**config.mk**
```make
export PLATFORM = sky130hd
export DESIGN_NAME = cc_line_fill_unit_flat
export DESIGN_NICKNAME = d
export VERILOG_FILES = /design/src/rtl/cc_fill_pkg.sv /design/src/rtl/cc_line_fill_unit_if.sv /design/src/rtl/cc_line_buffer.sv /design/src/rtl/cc_line_fill_unit.sv /design/src/flat_wrapper.sv
export SDC_FILE = /design/constraint.sdc
export NUM_CORES = 1
export LEC_CHECK = 0
export BUFFER_PORTS_ARGS = -buffer_cell sky130_fd_sc_hd__clkbuf_2
export CAP_MARGIN = 0
export CORE_MARGIN = 5
export CORE_UTILIZATION = 30
export DETAILED_ROUTE_END_ITERATION = 8
export SKIP_CTS_REPAIR_TIMING = 1
export SYNTH_ARGS = -nofsm -noshare
export SYNTH_HDL_FRONTEND = slang
export SYNTH_SLANG_ARGS = --single-unit
```
**constraint.sdc**
```tcl
create_clock -name clk -period 2.1 [get_ports clk]
set_input_delay 0.42 -clock clk [delete_from_list [all_inputs] [get_ports clk]]
set_output_delay 0.42 -clock clk [all_outputs]
set_load 0.03 [all_outputs]
```
**src/rtl/cc_fill_pkg.sv**
```systemverilog
// -----------------------------------------------------------------------------
// cc_fill_pkg
// Shared types and helpers for the cache line-fill engine.
//   fill_state_t : fill FSM states (IDLE, FILL, WRITE)
//   RRESP_OKAY   : AXI OKAY response code
//   slot_idx()   : line slot for a beat, (start + cnt) modulo beats
// -----------------------------------------------------------------------------
package cc_fill_pkg;

  typedef enum logic [1:0] {
    IDLE  = 2'd0,
    FILL  = 2'd1,
    WRITE = 2'd2
  } fill_state_t;

  localparam logic [1:0] RRESP_OKAY = 2'b00;

  // Beats arrive critical-word-first, so beat cnt of a burst that started at
  // slot 'start' lands at (start + cnt) wrapped around the line.
  function automatic int unsigned slot_idx(input int unsigned start,
                                           input int unsigned cnt,
                                           input int unsigned beats);
    return (start + cnt) % beats;
  endfunction

endpackage

```
**src/rtl/cc_line_fill_unit_if.sv**
```systemverilog
// -----------------------------------------------------------------------------
// cc_line_fill_unit_if
// AXI read-data (R) channel bundle between memory and the line-fill engine.
//   rdata  : beat data (DATA_W)
//   rvalid : beat valid
//   rlast  : last beat of burst
//   rresp  : AXI response, non-zero is an error
//   rready : beat accepted by the fill engine
// Modports: master = memory side, slave = fill engine.
// -----------------------------------------------------------------------------
interface cc_line_fill_unit_if #(
  parameter int DATA_W = 64
) ();

  logic [DATA_W-1:0] rdata;
  logic              rvalid;
  logic              rlast;
  logic [1:0]        rresp;
  logic              rready;

  modport master (output rdata, output rvalid, output rlast, output rresp,
                  input  rready);

  modport slave  (input  rdata, input  rvalid, input  rlast, input  rresp,
                  output rready);

endinterface

```
**src/rtl/cc_line_buffer.sv**
```systemverilog
// -----------------------------------------------------------------------------
// cc_line_buffer
// Line assembly register: one DATA_W slot per beat, written one slot at a time.
//   clk, rst_n : clock, synchronous active-low reset (clears the line to 0)
//   wr_en      : write wr_data into slot wr_slot
//   wr_slot    : slot index, 0..BEATS-1
//   wr_data    : beat data
//   line_o     : whole line, slot k at [(BEATS-k)*DATA_W-1 -: DATA_W]
// -----------------------------------------------------------------------------
module cc_line_buffer #(
  parameter int DATA_W = 64,
  parameter int BEATS  = 8,
  localparam int SLOT_W = (BEATS > 1) ? $clog2(BEATS) : 1
) (
  input  logic                    clk,
  input  logic                    rst_n,
  input  logic                    wr_en,
  input  logic [SLOT_W-1:0]       wr_slot,
  input  logic [DATA_W-1:0]       wr_data,
  output logic [BEATS*DATA_W-1:0] line_o
);

  logic [BEATS*DATA_W-1:0] r_line;

  // NOTE: this is a flop array, not an SRAM macro, so it can take a reset;
  // clearing it keeps the SRAM data bus deterministic out of reset.
  always_ff @(posedge clk) begin
    if (!rst_n) begin
      r_line <= '0;
    end else begin
      for (int k = 0; k < BEATS; k++) begin
        if (wr_en && (wr_slot == SLOT_W'(k))) begin
          r_line[(BEATS-k)*DATA_W-1 -: DATA_W] <= wr_data;
        end
      end
    end
  end

  assign line_o = r_line;

endmodule

```
**src/rtl/cc_line_fill_unit.sv**
```systemverilog
// -----------------------------------------------------------------------------
// cc_line_fill_unit
// Line-fill engine: pairs each miss address from the miss-address FIFO with
// its critical-word-first read burst, assembles the line and writes it plus
// {valid, tag} to the cache SRAM in one cycle. Bursts with a bad response or
// an rlast in the wrong place are dropped (FIFO still popped, no write).
//
// Ports
//   clk, rst_n              : clock, synchronous active-low reset
//   mem (slave)             : AXI R channel; rready is owned here
//   miss_addr_fifo_empty_i  : miss FIFO empty
//   miss_addr_fifo_rdata_i  : miss FIFO head (first-word-fall-through)
//   miss_addr_fifo_rden_o   : pop miss FIFO head
//   wren_o                  : SRAM write enable
//   waddr_o                 : SRAM index
//   wdata_tag_o             : {valid=1, tag}
//   wdata_data_o            : assembled line, slot 0 in the MSBs
//   fill_done_o             : one-cycle pulse per completed fill
//   fill_err_o              : one-cycle pulse with fill_done_o on a bad fill
//   cwf_valid_o, cwf_data_o : critical-word forward (only with CC_FILL_CWF_EN)
//
// Build option: define CC_FILL_CWF_EN to add critical-word forwarding.
// -----------------------------------------------------------------------------
module cc_line_fill_unit
  import cc_fill_pkg::*;
#(
  parameter int DATA_W     = 64,
  parameter int LINE_BYTES = 64,
  parameter int ADDR_W     = 32,
  parameter int IDX_W      = 9,
  localparam int BEATS  = LINE_BYTES * 8 / DATA_W,
  localparam int OFF_W  = $clog2(LINE_BYTES),
  localparam int BOFF_W = $clog2(DATA_W / 8),
  localparam int TAG_W  = ADDR_W - IDX_W - OFF_W
) (
  input  logic                    clk,
  input  logic                    rst_n,
  cc_line_fill_unit_if.slave      mem,
  input  logic                    miss_addr_fifo_empty_i,
  input  logic [ADDR_W-1:0]       miss_addr_fifo_rdata_i,
  output logic                    miss_addr_fifo_rden_o,
  output logic                    wren_o,
  output logic [IDX_W-1:0]        waddr_o,
  output logic [TAG_W:0]          wdata_tag_o,
  output logic [LINE_BYTES*8-1:0] wdata_data_o,
  output logic                    fill_done_o,
  output logic                    fill_err_o
`ifdef CC_FILL_CWF_EN
  ,
  output logic                    cwf_valid_o,
  output logic [DATA_W-1:0]       cwf_data_o
`endif
);

  localparam int CNT_W  = $clog2(BEATS) + 1;
  localparam int SLOT_W = (BEATS > 1) ? $clog2(BEATS) : 1;

  fill_state_t       r_state;
  logic [ADDR_W-1:0] r_addr;
  logic [SLOT_W-1:0] r_start;
  logic [CNT_W-1:0]  r_cnt;
  logic              r_err;
  logic              r_rready;
  logic              r_wren;
  logic              r_rden;
  logic              r_done;
  logic              r_fill_err;

  logic              w_hs;
  logic              w_cnt_last;
  logic              w_beat_err;
  logic              w_err_next;
  logic              w_fill_end;
  logic [SLOT_W-1:0] w_slot;
  logic [SLOT_W-1:0] w_start_new;
  logic              w_unused_off;

  // r_rready is only ever high in FILL, so it doubles as the state qualifier.
  assign w_hs       = r_rready & mem.rvalid;
  assign w_cnt_last = (r_cnt == CNT_W'(BEATS - 1));
  assign w_fill_end = mem.rlast | w_cnt_last;

  // Error sources: bad response, rlast before the final beat, or no rlast on it.
  assign w_beat_err = (mem.rresp != RRESP_OKAY)
                    | (mem.rlast & (r_cnt < CNT_W'(BEATS - 1)))
                    | (~mem.rlast & w_cnt_last);
  assign w_err_next = r_err | w_beat_err;

  assign w_slot = SLOT_W'(slot_idx(32'(r_start), 32'(r_cnt), BEATS));

  // Critical-word offset selects the first slot; a single-beat line has none.
  generate
    if (BEATS > 1) begin : g_start
      assign w_start_new = miss_addr_fifo_rdata_i[OFF_W-1:BOFF_W];
    end else begin : g_start_zero
      assign w_start_new = '0;
    end
  endgenerate

  // NOTE: sequential state uses non-blocking assignments only, so every
  // register samples pre-edge values regardless of statement order.
  always_ff @(posedge clk) begin
    if (!rst_n) begin
      r_state    <= IDLE;
      r_addr     <= '0;
      r_start    <= '0;
      r_cnt      <= '0;
      r_err      <= 1'b0;
      r_rready   <= 1'b0;
      r_wren     <= 1'b0;
      r_rden     <= 1'b0;
      r_done     <= 1'b0;
      r_fill_err <= 1'b0;
    end else begin
      // Pulse outputs default low and are raised only on the FILL->WRITE edge.
      r_wren     <= 1'b0;
      r_rden     <= 1'b0;
      r_done     <= 1'b0;
      r_fill_err <= 1'b0;
      case (r_state)
        IDLE: begin
          if (!miss_addr_fifo_empty_i) begin
            r_addr   <= miss_addr_fifo_rdata_i;
            r_start  <= w_start_new;
            r_cnt    <= '0;
            r_err    <= 1'b0;
            r_rready <= 1'b1;
            r_state  <= FILL;
          end
        end
        FILL: begin
          if (w_hs) begin
            r_cnt <= r_cnt + CNT_W'(1);
            r_err <= w_err_next;
            if (w_fill_end) begin
              r_rready   <= 1'b0;
              r_wren     <= ~w_err_next;
              r_rden     <= 1'b1;
              r_done     <= 1'b1;
              r_fill_err <= w_err_next;
              r_state    <= WRITE;
            end
          end
        end
        WRITE: begin
          r_state <= IDLE;
        end
        default: begin
          r_state <= IDLE;
        end
      endcase
    end
  end

  cc_line_buffer #(
    .DATA_W (DATA_W),
    .BEATS  (BEATS)
  ) u_line_buffer (
    .clk     (clk),
    .rst_n   (rst_n),
    .wr_en   (w_hs),
    .wr_slot (w_slot),
    .wr_data (mem.rdata),
    .line_o  (wdata_data_o)
  );

`ifdef CC_FILL_CWF_EN
  logic              r_cwf_valid;
  logic [DATA_W-1:0] r_cwf_data;

  // Forward the critical word as soon as it lands, even if it errored;
  // the consumer pairs it with fill_err_o later.
  always_ff @(posedge clk) begin
    if (!rst_n) begin
      r_cwf_valid <= 1'b0;
      r_cwf_data  <= '0;
    end else begin
      r_cwf_valid <= w_hs & (r_cnt == '0);
      if (w_hs && (r_cnt == '0)) begin
        r_cwf_data <= mem.rdata;
      end
    end
  end

  assign cwf_valid_o = r_cwf_valid;
  assign cwf_data_o  = r_cwf_data;
`endif

  // Offset bits of the latched address are not needed after the start slot.
  assign w_unused_off = ^r_addr[OFF_W-1:0];

  assign mem.rready            = r_rready;
  assign miss_addr_fifo_rden_o = r_rden;
  assign wren_o                = r_wren;
  assign fill_done_o           = r_done;
  assign fill_err_o            = r_fill_err;
  assign waddr_o               = r_addr[OFF_W+IDX_W-1:OFF_W];
  assign wdata_tag_o           = {1'b1, r_addr[ADDR_W-1:ADDR_W-TAG_W]};

endmodule

```
**src/flat_wrapper.sv**
```systemverilog
// flat-port wrapper written by rule: the top's interface ports become plain ports
module cc_line_fill_unit_flat import cc_fill_pkg::*;
#(
  parameter int DATA_W     = 64,
  parameter int LINE_BYTES = 64,
  parameter int ADDR_W     = 32,
  parameter int IDX_W      = 9,
  localparam int BEATS  = LINE_BYTES * 8 / DATA_W,
  localparam int OFF_W  = $clog2(LINE_BYTES),
  localparam int BOFF_W = $clog2(DATA_W / 8),
  localparam int TAG_W  = ADDR_W - IDX_W - OFF_W
)
  (clk, rst_n, miss_addr_fifo_empty_i, miss_addr_fifo_rdata_i, miss_addr_fifo_rden_o, wren_o, waddr_o, wdata_tag_o, wdata_data_o, fill_done_o, fill_err_o, mem_rdata, mem_rvalid, mem_rlast, mem_rresp, mem_rready);
  cc_line_fill_unit_if #(.DATA_W(DATA_W)) mem_i ();
  input  logic clk;
  input  logic rst_n;
  input  logic miss_addr_fifo_empty_i;
  input  logic [ADDR_W-1:0] miss_addr_fifo_rdata_i;
  output logic miss_addr_fifo_rden_o;
  output logic wren_o;
  output logic [IDX_W-1:0] waddr_o;
  output logic [TAG_W:0] wdata_tag_o;
  output logic [LINE_BYTES*8-1:0] wdata_data_o;
  output logic fill_done_o;
  output logic fill_err_o;
  input wire logic [$bits(mem_i.rdata)-1:0] mem_rdata;
  input wire logic [$bits(mem_i.rvalid)-1:0] mem_rvalid;
  input wire logic [$bits(mem_i.rlast)-1:0] mem_rlast;
  input wire logic [$bits(mem_i.rresp)-1:0] mem_rresp;
  output wire logic [$bits(mem_i.rready)-1:0] mem_rready;
  assign mem_i.rdata = mem_rdata;
  assign mem_i.rvalid = mem_rvalid;
  assign mem_i.rlast = mem_rlast;
  assign mem_i.rresp = mem_rresp;
  assign mem_rready = mem_i.rready;
  cc_line_fill_unit #(.DATA_W(DATA_W), .LINE_BYTES(LINE_BYTES), .ADDR_W(ADDR_W), .IDX_W(IDX_W)) u_core (.clk(clk), .rst_n(rst_n), .mem(mem_i), .miss_addr_fifo_empty_i(miss_addr_fifo_empty_i), .miss_addr_fifo_rdata_i(miss_addr_fifo_rdata_i), .miss_addr_fifo_rden_o(miss_addr_fifo_rden_o), .wren_o(wren_o), .waddr_o(waddr_o), .wdata_tag_o(wdata_tag_o), .wdata_data_o(wdata_data_o), .fill_done_o(fill_done_o), .fill_err_o(fill_err_o));
endmodule
```
==> impl_metrics.ini <==
[outcome]
status = finished, violations left
violations = setup timing

[synthesis]
synth_edf_count = 0
yosysUniqueCellTypes = 37
synth_seq_cells = 552
synth_warnings = 0
synthCells = 2613
synth_commonest_cells = dfxtp_1 (552), a21oi_1 (546), nand3_1 (515), o21ai_0 (492), clkbuf_1 (235)
syn-num-nets = 2719
yosysMostFrequentCell = dfxtp_1
synth_ff_type = dfxtp_1
yosysTopAreaCell = dfxtp_1
ys_seq_area_share_pct = 51.64
netlist.area_leader.share_pct = 51.64
synth-async-reset-ratio_pct = 0
syn_area_um2 = 21400
ys_top_cells_by_area = dfxtp_1 (52%), a21oi_1 (13%), nand3_1 (12%)
syn_area_per_cell_um2 = 8.190

[critical_path]
crit_arrival_ps = 2600
crit_slowest_cell = fa_2
path_max_fanout = 10
critical_path.top_delay_family = adder cells
crit_required_ps = 2590
cp_common_cell = buf_6
cpPeakStageDelay_ps = 600
crit_type = reg -> reg
endpoint_kind = flip-flop
worstSetupStartpointType = flip-flop
path_buf_inv = 2
r2r_start = u_core.r_cnt[0]
path_cells = ha_2 -> fa_2 -> nand4_1 -> buf_6 -> buf_6 -> o21ai_1 -> a21oi_1
cp-startpoint = u_core.r_cnt[0]

[global_routing]
grt_pass1_wl_um = 128000
grt_max_degree = 81
overflow = 0
grt_pass1_vias = 20430
antenna_found_initial = 0
gr-usage-all-layers_pct = 20.43

[sta]
setup_viol = 16
skew_ps = 29.87
slew_violations = 0
setup_ws_ps = -18.25
rsz0062_at_grt = true
max_freq_mhz = 472.1
tns_ps = -87.16
fin_crit_ps = 2118
worstMarginPinSlew_ps = 525.3
timing.final.crit_share_pct = 100.9
slew_headroom_pct = 64.93
final_hold_viol_count = 0

[cells_and_area]
drive_gt1_share_pct = 33.50
regArea_um2 = 11050
fillers = 7196
layout.nets = 3261
stdcell_count = 4141
stdcell_area_um2 = 29020
antenna_cells = 0
area_growth_pct = 35.59
multi_input_area_um2 = 8892

[flow_run]
maxCapViolCount = 0

[power]
total_power_mw = 22.74
leakage_nw = 11.15
peakVddDrop_mv = 0.7506
power_density_nw_per_um2 = 783.6

[placed_design]
placed_area_um2 = 26160
dp.final_hpwl_um = 58350
placed_cells = 4017
gp_congestion = 0.8349
port_buffers = 642

[cts]
insertion_delay_ps = 630
cts_tree = yes
clk_pin_slew_ps = 60
h-tree-depth = 2
clock_path_buffers = 3
root_buffer = clkbuf_16
cts_made_buffers = 59
cts.sinks = 552

[hold_path]
hp-class = in -> reg
worstHoldStart = miss_addr_fifo_rdata_i[16]

[die]
die_w_um = 277.1
coreArea_um2 = 71120
die_y_um = 277.1
fp-row-count = 98
initial_utilization_pct = 30.09
dieArea_um2 = 76780
pin_count = 647

[routing]
dr.pass1.iters = 7
wire_per_inst_um = 21.42
drtAntennaViolNets = 0
drt_iter0_markers = 2276
wl_um = 88720
drcViolationCount = 0
vias = 22340
via_per_inst = 5.394
## worst min-delay path: stages
cell and delay (ps):
clkbuf_2 80, nand2_1 40, a21oi_1 50
## final timing paths
| kind | end | depth (start not counted) | slack, ps |
|---|---|---|---|
| setup / recovery | u_core.u_line_buffer.line_o[265] | 7 | -20 |
| hold / removal | u_core.r_addr[16] | 3 | 30 |
| setup reg to reg | u_core.u_line_buffer.line_o[265] | 7 | -20 |
| hold reg to reg | u_core.r_addr[21] | 2 | 460 |
## cells in the final DEF (no fill, tap or decap), types with 2 or more instances in the layout
cell / instances
buf_4: 119
buf_6: 28
clkinv_2: 9
dlygate4sd3_1: 2
clkbuf_2: 642
o21ai_0: 256
o21ai_1: 162
buf_8: 3
dfxtp_1: 551
nand2_1: 61
a211oi_1: 3
a21oi_1: 537
inv_1: 2
inv_6: 2
clkbuf_16: 73
clkbuf_1: 12
or3_1: 3
a21oi_2: 9
a21boi_0: 2
nand4b_1: 3
inv_16: 2
clkbuf_8: 10
o21ai_2: 96
nand3_1: 514
and3_1: 2
buf_16: 5
inv_8: 2
buf_12: 54
and4b_4: 2
## kinds of logic (layout without fill, tap and decap cells)
kind of cell             count (synthesis)  count (layout)  share of synthesized area (%)
adder cells (fa/ha/maj)                  3               3                         0.2105
XOR/XNOR                                 2               2                         0.2280
other                                    1               1                        0.01752
buffers and inverters                  389             967                          8.939
AO/OA/AOI/OAI                         1068            1068                          25.06
AND/OR/NAND/NOR                        598             598                          13.90
flip-flops                             552             552                          51.64
## power breakdown
part	internal [mW]	leakage (nW)	total (mW)	switching [mW]
combinational	0.592	5.80	2.06	1.47
sequential	10.6	4.45	10.7	0.0754
clock	5.62	0.897	10.0	4.39
total	16.8	11.2	22.7	5.93
## stage by stage
| stage | hold slack (ps) | util [%] | setup WS [ps] |
|---|---|---|---|
| after floorplan | 436.7 | - | -56.23 |
| after global placement | 442.5 | 36.78 | -135.0 |
| after detailed placement | 445.4 | 36.78 | -173.0 |
| after CTS | -12.35 | 39.33 | -246.5 |
| after global routing | 2.469 | 40.80 | -108.4 |
| final | 27.10 | 40.80 | -18.25 |
## area by class of cell
type	instances	share of cell area, %
Clock buffer	81	5.717
Clock inverter	16	0.5217
Sequential cell	552	38.09
Multi-Input combinational cell	1672	30.64
Tap cell	950	4.096
Timing Repair Buffer	867	20.87
Inverter	3	0.06468
## routing by layer
| layer | GRT usage (%) | vias up | routed length, µm |
|---|---|---|---|
| li1 | - | 10330 | - |
| met1 | 26.84 | 10810 | 36510 |
| met2 | 33.18 | 1028 | 41930 |
| met3 | 4.687 | 168 | 7159 |
| met4 | 7.136 | 0 | 3113 |
| met5 | 0 | - | 0 |
## flip-flops by register name, summed over array words and instances (netlist names)
signal                        cells
u_core.u_line_buffer.line_o     512
u_core.r_addr                    27
u_core.r_cnt                      4
u_core.r_start                    2
u_core.r_state                    2
u_core.fill_err_o                 1
u_core.mem.rready                 1
u_core.miss_addr_fifo_rden_o      1
u_core.r_err                      1
u_core.wren_o                     1
(Power assumes the default switching activity.)
